## src/rtl/rc_approx_mon_pkg.sv

```systemverilog
// Shared types and width helpers for the approximate-adder error monitor.
// Contents: FSM state enum, default operand/counter widths, and derived-width
// functions for the signed error, squared error and accumulator.
package rc_approx_mon_pkg;

  localparam int unsigned DefWidth = 16;
  localparam int unsigned DefCntW  = 16;

  typedef enum logic [1:0] {
    StIdle,
    StRun,
    StDone
  } state_e;

  // Signed error: exact and approx are both WIDTH+1 bits, difference needs one more.
  function automatic int unsigned err_w(int unsigned width);
    return width + 2;
  endfunction

  function automatic int unsigned sq_w(int unsigned width);
    return 2 * (width + 1);
  endfunction

  // Up to 2^cnt_w-1 squared terms never overflow this width.
  function automatic int unsigned acc_w(int unsigned width, int unsigned cnt_w);
    return sq_w(width) + cnt_w;
  endfunction

endpackage

```

## src/rtl/rc_approx_err_monitor_if.sv

```systemverilog
// Sample/command/result bundle of the error monitor.
// master: the characterisation harness (drives start, samples, res_ready).
// slave : the monitor (drives in_ready, res_valid, statistics, busy).
interface rc_approx_err_monitor_if #(
  parameter int unsigned WIDTH = rc_approx_mon_pkg::DefWidth,
  parameter int unsigned CNT_W = rc_approx_mon_pkg::DefCntW
);
  import rc_approx_mon_pkg::*;

  logic                             start;
  logic [CNT_W-1:0]                 n_samples;
  logic                             in_valid;
  logic                             in_ready;
  logic [WIDTH-1:0]                 IN1;
  logic [WIDTH-1:0]                 IN2;
  logic [WIDTH:0]                   approx_sum;
  logic                             res_valid;
  logic                             res_ready;
  logic [acc_w(WIDTH, CNT_W)-1:0]   sq_err_sum;
  logic [WIDTH:0]                   max_abs_err;
  logic [CNT_W-1:0]                 mismatch_cnt;
  logic                             busy;

  modport master (
    output start, n_samples, in_valid, IN1, IN2, approx_sum, res_ready,
    input  in_ready, res_valid, sq_err_sum, max_abs_err, mismatch_cnt, busy
  );

  modport slave (
    input  start, n_samples, in_valid, IN1, IN2, approx_sum, res_ready,
    output in_ready, res_valid, sq_err_sum, max_abs_err, mismatch_cnt, busy
  );

endinterface

```

## src/rtl/rc_err_stage.sv

```systemverilog
// Combinational error datapath for one sample.
// in1_i, in2_i : operands
// approx_i     : approximate sum under test (WIDTH+1 bits)
// err_o        : exact - approx, signed
// abs_err_o    : |err_o|
// sq_err_o     : err_o squared
module rc_err_stage
  import rc_approx_mon_pkg::*;
#(
  parameter int unsigned WIDTH = DefWidth
) (
  input  logic [WIDTH-1:0]                in1_i,
  input  logic [WIDTH-1:0]                in2_i,
  input  logic [WIDTH:0]                  approx_i,
  output logic signed [err_w(WIDTH)-1:0]  err_o,
  output logic [WIDTH:0]                  abs_err_o,
  output logic [sq_w(WIDTH)-1:0]          sq_err_o
);

  localparam int unsigned ErrW = err_w(WIDTH);
  localparam int unsigned SqW  = sq_w(WIDTH);

  logic [WIDTH:0]          exact;
  logic signed [ErrW-1:0]  neg_err;
  logic [SqW-1:0]          abs_ext;

  always_comb begin
    exact     = {1'b0, in1_i} + {1'b0, in2_i};
    err_o     = $signed({1'b0, exact}) - $signed({1'b0, approx_i});
    neg_err   = -err_o;
    // Magnitude is at most 2^(WIDTH+1)-1, so the low WIDTH+1 bits are exact.
    abs_err_o = err_o[ErrW-1] ? neg_err[WIDTH:0] : err_o[WIDTH:0];
    abs_ext   = {{(SqW - WIDTH - 1){1'b0}}, abs_err_o};
    sq_err_o  = abs_ext * abs_ext;
  end

endmodule

```

## src/rtl/rc_approx_err_monitor.sv

```systemverilog
// Error-statistics monitor for approximate ripple-carry adders.
// clk, rst_n : clock, asynchronous active-low reset
// bus        : slave side of rc_approx_err_monitor_if (start/n_samples command,
//              valid/ready sample stream, held result with res_valid/res_ready,
//              sq_err_sum, max_abs_err, mismatch_cnt, busy)
// Two-stage pipeline: S1 registers the error terms of an accepted sample,
// S2 folds them into the batch statistics.
module rc_approx_err_monitor
  import rc_approx_mon_pkg::*;
#(
  parameter int unsigned WIDTH = DefWidth,
  parameter int unsigned CNT_W = DefCntW
) (
  input logic                    clk,
  input logic                    rst_n,
  rc_approx_err_monitor_if.slave bus
);

  localparam int unsigned ErrW = err_w(WIDTH);
  localparam int unsigned SqW  = sq_w(WIDTH);
  localparam int unsigned AccW = acc_w(WIDTH, CNT_W);

  state_e                 state_q, state_d;
  logic [CNT_W-1:0]       n_q, n_d;
  logic [CNT_W-1:0]       acc_cnt_q, acc_cnt_d;
  logic [CNT_W-1:0]       done_cnt_q, done_cnt_d;
  logic [CNT_W-1:0]       mism_q, mism_d;
  logic                   s1_valid_q, s1_valid_d;
  logic signed [ErrW-1:0] s1_err_q, s1_err_d;
  logic [WIDTH:0]         s1_abs_q, s1_abs_d;
  logic [SqW-1:0]         s1_sq_q, s1_sq_d;
  logic [AccW-1:0]        sq_sum_q, sq_sum_d;
  logic [WIDTH:0]         max_q, max_d;
  logic                   res_valid_q, res_valid_d;
  logic                   busy_q, busy_d;

  logic                   in_ready;
  logic                   accept;
  logic signed [ErrW-1:0] stage_err;
  logic [WIDTH:0]         stage_abs;
  logic [SqW-1:0]         stage_sq;

  rc_err_stage #(
    .WIDTH (WIDTH)
  ) u_err_stage (
    .in1_i     (bus.IN1),
    .in2_i     (bus.IN2),
    .approx_i  (bus.approx_sum),
    .err_o     (stage_err),
    .abs_err_o (stage_abs),
    .sq_err_o  (stage_sq)
  );

  // Ready falls as soon as the accept count reaches the batch length.
  assign in_ready = (state_q == StRun) && (acc_cnt_q < n_q);
  assign accept   = bus.in_valid && in_ready;

  always_comb begin
    state_d    = state_q;
    n_d        = n_q;
    acc_cnt_d  = acc_cnt_q;
    done_cnt_d = done_cnt_q;
    mism_d     = mism_q;
    sq_sum_d   = sq_sum_q;
    max_d      = max_q;
    s1_valid_d = accept;
    s1_err_d   = s1_err_q;
    s1_abs_d   = s1_abs_q;
    s1_sq_d    = s1_sq_q;

    // S1
    if (accept) begin
      acc_cnt_d = acc_cnt_q + CNT_W'(1);
      s1_err_d  = stage_err;
      s1_abs_d  = stage_abs;
      s1_sq_d   = stage_sq;
    end

    // S2
    if (s1_valid_q) begin
      sq_sum_d   = sq_sum_q + AccW'(s1_sq_q);
      done_cnt_d = done_cnt_q + CNT_W'(1);
      if (s1_abs_q > max_q) max_d = s1_abs_q;
      if (s1_err_q != '0) mism_d = mism_q + CNT_W'(1);
    end

    unique case (state_q)
      StIdle: begin
        if (bus.start) begin
          n_d        = bus.n_samples;
          acc_cnt_d  = '0;
          done_cnt_d = '0;
          mism_d     = '0;
          sq_sum_d   = '0;
          max_d      = '0;
          state_d    = (bus.n_samples == '0) ? StDone : StRun;
        end
      end
      StRun: begin
        if ((done_cnt_q == n_q) && !s1_valid_q) state_d = StDone;
      end
      StDone: begin
        if (bus.res_ready) state_d = StIdle;
      end
      default: state_d = StIdle;
    endcase

    res_valid_d = (state_d == StDone);
    busy_d      = (state_d != StIdle);
  end

  always_ff @(posedge clk or negedge rst_n) begin
    if (!rst_n) begin
      state_q     <= StIdle;
      n_q         <= '0;
      acc_cnt_q   <= '0;
      done_cnt_q  <= '0;
      mism_q      <= '0;
      s1_valid_q  <= 1'b0;
      s1_err_q    <= '0;
      s1_abs_q    <= '0;
      s1_sq_q     <= '0;
      sq_sum_q    <= '0;
      max_q       <= '0;
      res_valid_q <= 1'b0;
      busy_q      <= 1'b0;
    end else begin
      state_q     <= state_d;
      n_q         <= n_d;
      acc_cnt_q   <= acc_cnt_d;
      done_cnt_q  <= done_cnt_d;
      mism_q      <= mism_d;
      s1_valid_q  <= s1_valid_d;
      s1_err_q    <= s1_err_d;
      s1_abs_q    <= s1_abs_d;
      s1_sq_q     <= s1_sq_d;
      sq_sum_q    <= sq_sum_d;
      max_q       <= max_d;
      res_valid_q <= res_valid_d;
      busy_q      <= busy_d;
    end
  end

  assign bus.in_ready     = in_ready;
  assign bus.res_valid    = res_valid_q;
  assign bus.busy         = busy_q;
  assign bus.sq_err_sum   = sq_sum_q;
  assign bus.max_abs_err  = max_q;
  assign bus.mismatch_cnt = mism_q;

endmodule

```

## src/flat_wrapper.sv

```systemverilog
// flat-port wrapper written by rule: the top's interface ports become plain ports
module rc_approx_err_monitor_flat import rc_approx_mon_pkg::*;
#(
  parameter int unsigned WIDTH = DefWidth,
  parameter int unsigned CNT_W = DefCntW
)
  (clk, rst_n, bus_start, bus_n_samples, bus_in_valid, bus_IN1, bus_IN2, bus_approx_sum, bus_res_ready, bus_in_ready, bus_res_valid, bus_sq_err_sum, bus_max_abs_err, bus_mismatch_cnt, bus_busy);
  rc_approx_err_monitor_if #(.WIDTH(WIDTH), .CNT_W(CNT_W)) bus_i ();
  input logic clk;
  input logic rst_n;
  input wire logic [$bits(bus_i.start)-1:0] bus_start;
  input wire logic [$bits(bus_i.n_samples)-1:0] bus_n_samples;
  input wire logic [$bits(bus_i.in_valid)-1:0] bus_in_valid;
  input wire logic [$bits(bus_i.IN1)-1:0] bus_IN1;
  input wire logic [$bits(bus_i.IN2)-1:0] bus_IN2;
  input wire logic [$bits(bus_i.approx_sum)-1:0] bus_approx_sum;
  input wire logic [$bits(bus_i.res_ready)-1:0] bus_res_ready;
  output wire logic [$bits(bus_i.in_ready)-1:0] bus_in_ready;
  output wire logic [$bits(bus_i.res_valid)-1:0] bus_res_valid;
  output wire logic [$bits(bus_i.sq_err_sum)-1:0] bus_sq_err_sum;
  output wire logic [$bits(bus_i.max_abs_err)-1:0] bus_max_abs_err;
  output wire logic [$bits(bus_i.mismatch_cnt)-1:0] bus_mismatch_cnt;
  output wire logic [$bits(bus_i.busy)-1:0] bus_busy;
  assign bus_i.start = bus_start;
  assign bus_i.n_samples = bus_n_samples;
  assign bus_i.in_valid = bus_in_valid;
  assign bus_i.IN1 = bus_IN1;
  assign bus_i.IN2 = bus_IN2;
  assign bus_i.approx_sum = bus_approx_sum;
  assign bus_i.res_ready = bus_res_ready;
  assign bus_in_ready = bus_i.in_ready;
  assign bus_res_valid = bus_i.res_valid;
  assign bus_sq_err_sum = bus_i.sq_err_sum;
  assign bus_max_abs_err = bus_i.max_abs_err;
  assign bus_mismatch_cnt = bus_i.mismatch_cnt;
  assign bus_busy = bus_i.busy;
  rc_approx_err_monitor #(.WIDTH(WIDTH), .CNT_W(CNT_W)) u_core (.clk(clk), .rst_n(rst_n), .bus(bus_i));
endmodule
```

## config.mk

```make
export PLATFORM = sky130hd
export DESIGN_NAME = rc_approx_err_monitor_flat
export DESIGN_NICKNAME = d
export VERILOG_FILES = /design/src/rtl/rc_approx_mon_pkg.sv /design/src/rtl/rc_approx_err_monitor_if.sv /design/src/rtl/rc_err_stage.sv /design/src/rtl/rc_approx_err_monitor.sv /design/src/flat_wrapper.sv
export SDC_FILE = /design/constraint.sdc
export NUM_CORES = 1
export LEC_CHECK = 0
export CAP_MARGIN = 40
export CORE_MARGIN = 3
export CORE_UTILIZATION = 45
export DETAILED_ROUTE_END_ITERATION = 6
export GPL_TIMING_DRIVEN = 0
export SLEW_MARGIN = 30
export SYNTH_ARGS = -nofsm -noshare
export SYNTH_HDL_FRONTEND = slang
export SYNTH_SLANG_ARGS = --single-unit
export TNS_END_PERCENT = 10
```

## constraint.sdc

```tcl
create_clock -name clk -period 3.85 [get_ports clk]
set_input_delay 0.5775 -clock clk [delete_from_list [all_inputs] [get_ports clk]]
set_output_delay 0.5775 -clock clk [all_outputs]
set_load 0.05 [all_outputs]
```

* Word level (Yosys, flattened, before mapping)
Index checks and enable logic that the tools add are counted.
W data, S select, Z words.
** Word-level totals
- Input port bits :: 70
- Register bits after elaboration :: 205
- Word-level logic and storage cells :: 59
- Output and inout port bits :: 86
** Cells by class
- Magnitude comparators :: 2
- Multiplexer cells :: 23
- Reduce and logical (&&, ||, !) cells :: 9
- $add $sub $neg :: 7
- Equality and inequality tests :: 4
- Multipliers :: 1
** Operators with widths (number)
- $mux W16 :: 10
- $mux W50 :: 3
- $mux W17 :: 5
- $add A50 B34 Y50 :: 1
- $add A16 B1 Y16 const B :: 3
- $mul A17 B17 Y34 :: 1
- $reduce_bool A18 Y1 :: 1
- $sub A17 B17 Y18 :: 1
- $add A16 B16 Y17 :: 1
- $gt A17 B17 Y1 :: 1
- $neg A17 Y17 :: 1
- $eq A16 B16 Y1 :: 1
- $logic_not A16 Y1 :: 1
- $lt A16 B16 Y1 :: 1
- $mux W2 :: 4
- $pmux W2 S3 :: 1
- $eq A2 B2 Y1 const B :: 2
- $logic_and A1 B1 Y1 :: 3
- $eq A2 B1 Y1 const B :: 1
- $logic_not A2 Y1 :: 1
- $reduce_and A2 Y1 :: 1
- $reduce_bool A2 Y1 :: 1
- $logic_not A1 Y1 :: 1

* Logic depth before layout (Yosys ltp)
- Word-level depth :: 6
- Depth in mapped cells :: 41
- Depth with buffers taken out :: 39

* Modules after synthesis
From an unflattened synthesis, not the netlist that was laid out.
** Unflattened totals
- Cells, all modules :: 2470
- Area, all modules :: 21431.8 µm²
** By module, submodules not included
- rc_approx_err_monitor :: cells each 1345, area an instance 11771.3 µm², times used 1, sequential area each 5129.9 µm²
- rc_err_stage :: cells each 1125, area an instance 9660.5 µm², times used 1, sequential area each 0.0 µm²

* Worst setup path after synthesis
OpenSTA, ideal clock, no wires.
- Path type :: input to register
- From :: input bus_IN2[8]
- To :: register u_core.s1_sq_q[33]
- Arrival time :: 9478 ps
- Slack :: -5704 ps
- Cell stages on the path :: 34
- Buffers on the path :: 1
- Setup time :: 76 ps
- Required time :: 3774 ps
- Path through :: inv_1 > fa_1 > inv_1 > ha_1 > and2_1 > or4_1 > nand4_1 > a211oi_1 > a2111o_1 > or3b_4 > nor4_4 > nand2b_1 > xnor2_1 > buf_2 > nor2_1 > fa_1 > fa_1 > fa_1 > fa_1 > fa_1 > inv_1 > fa_1 > inv_1 > ha_1 > and2_1 > and3_1 > and2_1 > a311oi_1 > or3_1 > o31a_1 > a21oi_1 > a21oi_1 > xnor3_1 > o21ai_1
** On the way
- Cells in the longest elaborated chain, start to end :: 5
** RTL lines
- start, declared :: line flat_wrapper.sv:15 : input wire logic [$bits(bus_i.IN2)-1:0] bus_IN2;
- $add A16 B16 Y17 * :: line rc_err_stage.sv:28 : exact = {1'b0, in1_i} + {1'b0, in2_i};
- $sub A17 B17 Y18 * :: line rc_err_stage.sv:29 : err_o = $signed({1'b0, exact}) - $signed({1'b0, approx_i});
- $neg A17 Y17 :: line rc_err_stage.sv:30 : neg_err = -err_o;
- $mux W17 * :: line rc_err_stage.sv:32 : abs_err_o = err_o[ErrW-1] ? neg_err[WIDTH:0] : err_o[WIDTH:0];
- $mul A17 B17 Y34 * :: line rc_err_stage.sv:34 : sq_err_o = abs_ext * abs_ext;
- end signal, assigned :: line rc_approx_err_monitor.sv:136 : s1_sq_q <= s1_sq_d;
- end, declared :: line rc_approx_err_monitor.sv:31 : logic [SqW-1:0] s1_sq_q, s1_sq_d;
Mark *: on every way between the ends. The rest lies on a longest branch, timed or not.
A chain may end at the register's enable or synchronous reset.

* Final worst setup path
- From :: input bus_IN1[1]
- To :: register u_core.s1_sq_q[33]
** On the way
- Cells in the longest elaborated chain, start to end :: 5
** RTL lines
- start, declared :: line flat_wrapper.sv:14 : input wire logic [$bits(bus_i.IN1)-1:0] bus_IN1;
- $add A16 B16 Y17 * :: line rc_err_stage.sv:28
- $sub A17 B17 Y18 * :: line rc_err_stage.sv:29
- $neg A17 Y17 :: line rc_err_stage.sv:30
- $mux W17 * :: line rc_err_stage.sv:32
- $mul A17 B17 Y34 * :: line rc_err_stage.sv:34
Marked as above.

==> summary.md <==
| Metric | Value |
|---|---|
| Status | `finished, violations left` |
| Failing checks | `hold timing, setup timing` |
| Area after DPL | `0.02325 mm²` |
| Fmax | `0.1114 GHz` |
| Synth Warn # | `0` |
| Drc violations | `0` |
| Most frequent cells in the layout | `inv_1 (351), nand2_1 (232), dfrtp_1 (202)` |
| Die area | `0.04812 mm²` |
| Post-synth EDFFs | `0` |
| Hold Slack | `-0.02458 ns` |
| Kind of critical path | `in -> reg` |
| Drt first pass iters | `5` |
| Met3 routed WL | `2.233 mm` |
| Critical Path Slowest Stage Cell | `fa_1` |
| CP Launch Type | `primary input` |
| Largest net degree at the start of global routing | `72` |
| Crit path time final | `8.979 ns` |
| Synth area leader | `dfrtp_1` |
| CP Capture Type | `flop` |
| Chip Width | `219.4 µm` |
| Max Fanout on Critical Path | `5` |
| Area growth syn-to-layout | `27.45%` |
| Highest metal used | `met4` |
| Worst EP arrival | `9.37 ns` |
| Main flop type after synthesis | `dfrtp_1` |
| Syn Nets | `2753` |
| Vias in the first global route | `17440` |
| Final max-slew violation count | `0` |
| Max-Cap Viols | `0` |
| Worst-Margin Slew | `0.8295 ns` |
| Cts hold-fix bufs | `0` |
| Die Ht | `219.4 µm` |
| Root Buffer | `clkbuf_16` |
| Clk_lat worst skew | `0.52 ns` |
| Initial Util | `45.93%` |
| Avg Inst Size Synth | `8.970 µm²` |
| Async SR Flop Fraction | `100.0%` |
| Drt wl/cell | `17.72 µm` |
| Routed length on met1 | `24.91 mm` |
| Finish-stage setup viols | `32` |
| Routed Antenna Nets | `0` |
| Clock transition at path regs | `0.06 ns` |
| 1st-iter DRT viols | `964` |
| Final net count | `3052` |
| Maximum clock path buffer count | `3` |
| Post-detail-place hpwl | `44.07 mm` |
| Wire length on met2 | `27.51 mm` |
| Sequential cell area | `0.005055 mm²` |
| Max incr delay on CP | `0.57 ns` |
| Setup Skew | `0.01369 ns` |
| Post-Syn Instances | `2284` |
| Row cnt | `77` |
| Sink Count | `202` |
| Finished layout cell area | `0.02611 mm²` |
| Inserted Clock Buffers | `24` |
| Core ar. | `0.04461 mm²` |
| Total GRT Usage | `23.84%` |
| Global route overflow | `0` |
| Synth unique cells | `70` |
| Final core utilization | `58.53%` |
| Vias per Instance | `5.213` |
| H-tree depth | `1` |
| Initial antenna violation count | `0` |
| Register bit total from synthesis | `202` |
| Synth area leaders | `dfrtp_1 (25%), fa_1 (20%), ha_1 (12%), inv_1 (7.0%), nand2_1 (4.4%)` |
| Slack of the critical path | `-5.129 ns` |
| Ant diodes | `0` |
| Commonest non-fill, non-tap cell in the layout | `inv_1` |
| Final wirelength | `56.57 mm` |
| Fillers | `3884` |
| Hold WC Path Type | `in -> async` |
| Multi-input gate area | `0.01507 mm²` |
| Final hold viol count | `5` |
| R2R cell count | `11` |
| Slew headroom | `44.70%` |
| Vias | `16640` |
| Synth top area share | `24.67%` |
| Synth Cell Area | `0.02049 mm²` |
| Critical Path Most Common Cell | `fa_1` |
| Layout cell share with drive strength beyond 1 | `16.19%` |
| First-pass GRT wire length | `91.40 mm` |
| Sequential fraction of the synthesis area | `24.67%` |
| Io pins | `156` |
| RSZ-0062 raised after global routing | `true` |
| I/O Buffers | `155` |
| Global placer's final weighted congestion | `0.8661` |
| Worst path required time | `4.24 ns` |
| Share of the clock period used by the worst path | `233.2%` |
| CTS tree | `built` |
-- layout make-up --
cell class | instances | share of cell area (%)
Buffer | 54 | 1.117
Clock buffer | 33 | 2.741
Clock inverter | 11 | 0.6230
Inverter | 396 | 5.937
Multi-Input combinational cell | 1629 | 57.71
Sequential cell | 202 | 19.36
Tap cell | 592 | 2.837
Timing Repair Buffer | 276 | 9.675
-- sequential cells by signal, summed over array words and instances, names as in the netlist --
signal	cells
u_core.s1_valid_q	1
u_core.bus.busy	1
u_core.bus.mismatch_cnt	16
u_core.s1_err_q	17
u_core.bus.sq_err_sum	50
u_core.done_cnt_q	16
u_core.bus.res_valid	1
u_core.bus.max_abs_err	17
u_core.acc_cnt_q	16
u_core.s1_sq_q	33
u_core.s1_abs_q	16
u_core.n_q	16
u_core.state_q	2
-- cells in the mapped netlist, types with 20 or more instances --
library cell	count
clkbuf_1	45
inv_1	384
a21oi_1	83
mux2i_1	46
ha_1	193
xor2_1	80
nand3_1	37
dfrtp_1	202
fa_1	206
and3_1	21
a21o_1	42
o21ai_0	111
xnor2_1	79
o21a_1	20
nor2_1	222
nand2_1	240
-- layer usage --
layer | global-route usage (%) | vias to the layer above
li1 | - | 7987
met1 | 31.52 | 8232
met2 | 41.20 | 328
met3 | 2.229 | 97
met4 | 7.950 | 0
met5 | 0 | -
-- metrics by stage --
stage               hold WS, ns  setup WS, ns  setup TNS (ns)  cells
floorplan                0.2819        -5.022         -122.66   2284
global placement         0.4591        -7.057        -1485.61   3031
detailed placement       0.4625        -6.970         -199.83   3036
CTS                    0.007779        -5.103         -121.75   3165
global route            0.02605        -5.414         -132.25   3193
finish                 -0.02458        -5.129         -122.10   3193
-- worst max-delay path, delay by kind of cell --
kind | cells | cell delay, ns
AND/OR/NAND/NOR | 8 | 1.55
XOR/XNOR | 2 | 0.57
buffers and inverters | 10 | 0.79
AO/OA/AOI/OAI | 9 | 1.64
adder cells (fa/ha/maj) | 9 | 4.26
-- repair_timing --
action                     in CTS  in global routing
setup endpoints to repair      57                 53
buffers inserted               87                 27
pin swaps                     110                 67
resized for setup             268                 76
-- path summary, 6_finish.rpt --
| path | from | end | slack (ns) |
|---|---|---|---|
| max | bus_IN1[1] | u_core.s1_sq_q[33] | -5.13 |
| min | rst_n | u_core.n_q[13] | -0.02 |
| max reg2reg | u_core.s1_sq_q[0] | u_core.bus.sq_err_sum[37] | 0.13 |
| min reg2reg | u_core.s1_err_q[3] | u_core.s1_err_q[3] | 0.47 |
| max in group asynchronous | rst_n | u_core.bus.max_abs_err[9] | 2.78 |
| min in group clk | u_core.s1_err_q[3] | u_core.s1_err_q[3] | 0.47 |
-- cell families (layout without fill, tap and decap cells) --
logic type / after synthesis / count (layout) / share of synthesized area (%)
fa+ha+maj: 399 / 399 / 31.92
xor+xnor: 160 / 160 / 6.907
simple gates: 661 / 661 / 14.63
compound gates: 358 / 358 / 11.01
flops: 202 / 202 / 24.67
mux: 51 / 51 / 2.522
buf+inv: 453 / 770 / 8.349
Power is not shown: default switching activity piles up to over one toggle a cycle in this logic, so the estimate is an artifact.
==> patch (same settings) <==
Take the reset off `n_q` and `sq_sum_q` and load them in a clocked block of their own.
--- a/src/rtl/rc_approx_err_monitor.sv
+++ b/src/rtl/rc_approx_err_monitor.sv
@@ -112,7 +112,6 @@
   always_ff @(posedge clk or negedge rst_n) begin
     if (!rst_n) begin
       state_q     <= StIdle;
-      n_q         <= '0;
       acc_cnt_q   <= '0;
       done_cnt_q  <= '0;
       mism_q      <= '0;
@@ -120,13 +119,11 @@
       s1_err_q    <= '0;
       s1_abs_q    <= '0;
       s1_sq_q     <= '0;
-      sq_sum_q    <= '0;
       max_q       <= '0;
       res_valid_q <= 1'b0;
       busy_q      <= 1'b0;
     end else begin
       state_q     <= state_d;
-      n_q         <= n_d;
       acc_cnt_q   <= acc_cnt_d;
       done_cnt_q  <= done_cnt_d;
       mism_q      <= mism_d;
@@ -134,11 +131,15 @@
       s1_err_q    <= s1_err_d;
       s1_abs_q    <= s1_abs_d;
       s1_sq_q     <= s1_sq_d;
-      sq_sum_q    <= sq_sum_d;
       max_q       <= max_d;
       res_valid_q <= res_valid_d;
       busy_q      <= busy_d;
     end
+  end
+
+  always_ff @(posedge clk) begin
+    n_q      <= n_d;
+    sq_sum_q <= sq_sum_d;
   end
 
   assign bus.in_ready     = in_ready;
Function: changed (a bounded check fails within 4 cycles, from zero or initial values and one cycle with rst_n low; the reset may be asserted at any time).
==> patch against the unedited design <==
The run ends with negative setup slack left; final area down 1.6%; wire length down 1.3%; register-to-register slack better by 0.11 ns; sequential cell count unchanged; cell count down 0.60%; critical endpoint unchanged; highest routed layer unchanged; area after synthesis up 0.62%; worst setup slack worse by 0.71 ns.
Power is not shown: default switching activity piles up to over one toggle a cycle in this logic, so the estimate is an artifact.
==> patch: results (changes against the unedited design) <==
stage	metric	value	unit	change
routing	wl_met3	2370	um	+6.0%
synthesis	synth_area_leaders	fa_1 (20%), dfrtp_1 (17%), ha_1 (12%), inv_1 (7.0%), dfxtp_1 (4.9%)		
synthesis	synth_fa_ha_area_share	31.7	%	-0.20 points
placement	place_area	23400	sq um	+0.45%
status	violations	negative setup slack		
synthesis	synth_edf_count	16		+16
grt	gr-usage-all-layers	23.3	%	-0.59 points
hold_path	whs_path_depth	2		
placement	hpwl	43700	um	-0.92%
worst_setup_path	crit_fanout	7		+2
worst_setup_path	crit_path_start	bus_IN2[2]		
layout	num-nets-final	3034		-0.59%
routing	wl_met2	26600	um	-3.3%
worst_setup_path	crit_path_max_incr_delay	0.54	ns	-0.03 ns
synthesis	yosysUniqueCellTypes	86		+23%
hold_path	hold_class	reg -> reg		
placement	dpl_worst_slack	-7.45	ns	-0.477 ns
routing	drtIter0Drc	815		-15%
layout	drive_gt1_share	13.6	%	-2.6 points
status	status	finished, violations left		
synthesis	postSynthNetCount	2771		+0.65%
cts	cts-buffers-inserted	23		-4.2%
grt	use_met3	2.11	%	-0.12 points
synthesis	synth_commonest_cells	inv_1 (384), nand2_1 (264), fa_1 (206)		
grt	grt_pass1_vias	16796		-3.7%
worst_setup_path	timing.rr.start	u_core.s1_abs_q[0]$_DFFE_PN0P_		
synthesis	synth-xor-area-share	6.65	%	-0.26 points
worst_setup_path	arrival	10.10	ns	+0.73 ns
grt	antenna_found_initial	0		unchanged
routing	viasPerCell	5.25		+0.79%
sta	skew	0.0133	ns	-0.000431 ns
sta	tns	-141.08	ns	-18.98 ns
routing	finalWirelength	55800	um	-1.3%
grt	grtUsageMet1	32.1	%	+0.53 points
worst_setup_path	reg2reg_to	u_core.bus.sq_err_sum[46]$_DFF_P_		
sta	worst_slew_pin_slew	0.815	ns	-0.0143 ns
synthesis	synth_flop_cell	dfrtp_1		
worst_setup_path	r2r_slack	0.24	ns	+0.11 ns
sta	setup_ws	-5.84	ns	-0.713 ns
routing	wl_met1	25300	um	+1.7%
synthesis	synth-compound-area-share	11.8	%	+0.80 points
synthesis	synth-seq-area-share	23.7	%	-0.98 points
worst_setup_path	worst-r2r-cell-count	13		+2
cts	cts_root_buf	clkbuf_16		
grt	grt_pass1_wl	89200	um	-2.4%
sta	setup_violations	45		+41%
patch: cell types whose count changed after synthesis, moves of 12 or more:
cell / delta
dfrtp_1: -66
xnor2_1: -14
nor3_1: +12
nand2_1: +24
dfxtp_1: +50
nor2_1: -38
edfxtp_1: +16
o21ai_0: -15
patch: repair_timing:
item | CTS | global route
hold endpoints to repair | 10 | 0
pin swaps | 78 | 52
hold buffers | 1 | 0
cloned | 2 | 0
resized for setup | 165 | 56
setup buffers | 43 | 31
setup endpoints to repair | 47 | 70
patch: per-stage QoR:
stage	std cells	util, %	hold slack (ns)
after floorplan	2302	-	0.282
after global placement	3049	52.0	0.460
after detailed placement	3056	52.3	0.467
after CTS	3144	56.5	0.480
after global routing	3174	57.5	0.496
final	3174	57.5	0.479
patch: layout make-up:
class	count	area, sq um
multi-input cells	1640	15000
inverters	403	1560
well taps	592	741
repair buffers	238	2390
flip-flops and latches	202	4890
fillers	3961	19000
clock inverters	4	37.5
plain buffers	57	358
clock buffers	38	682
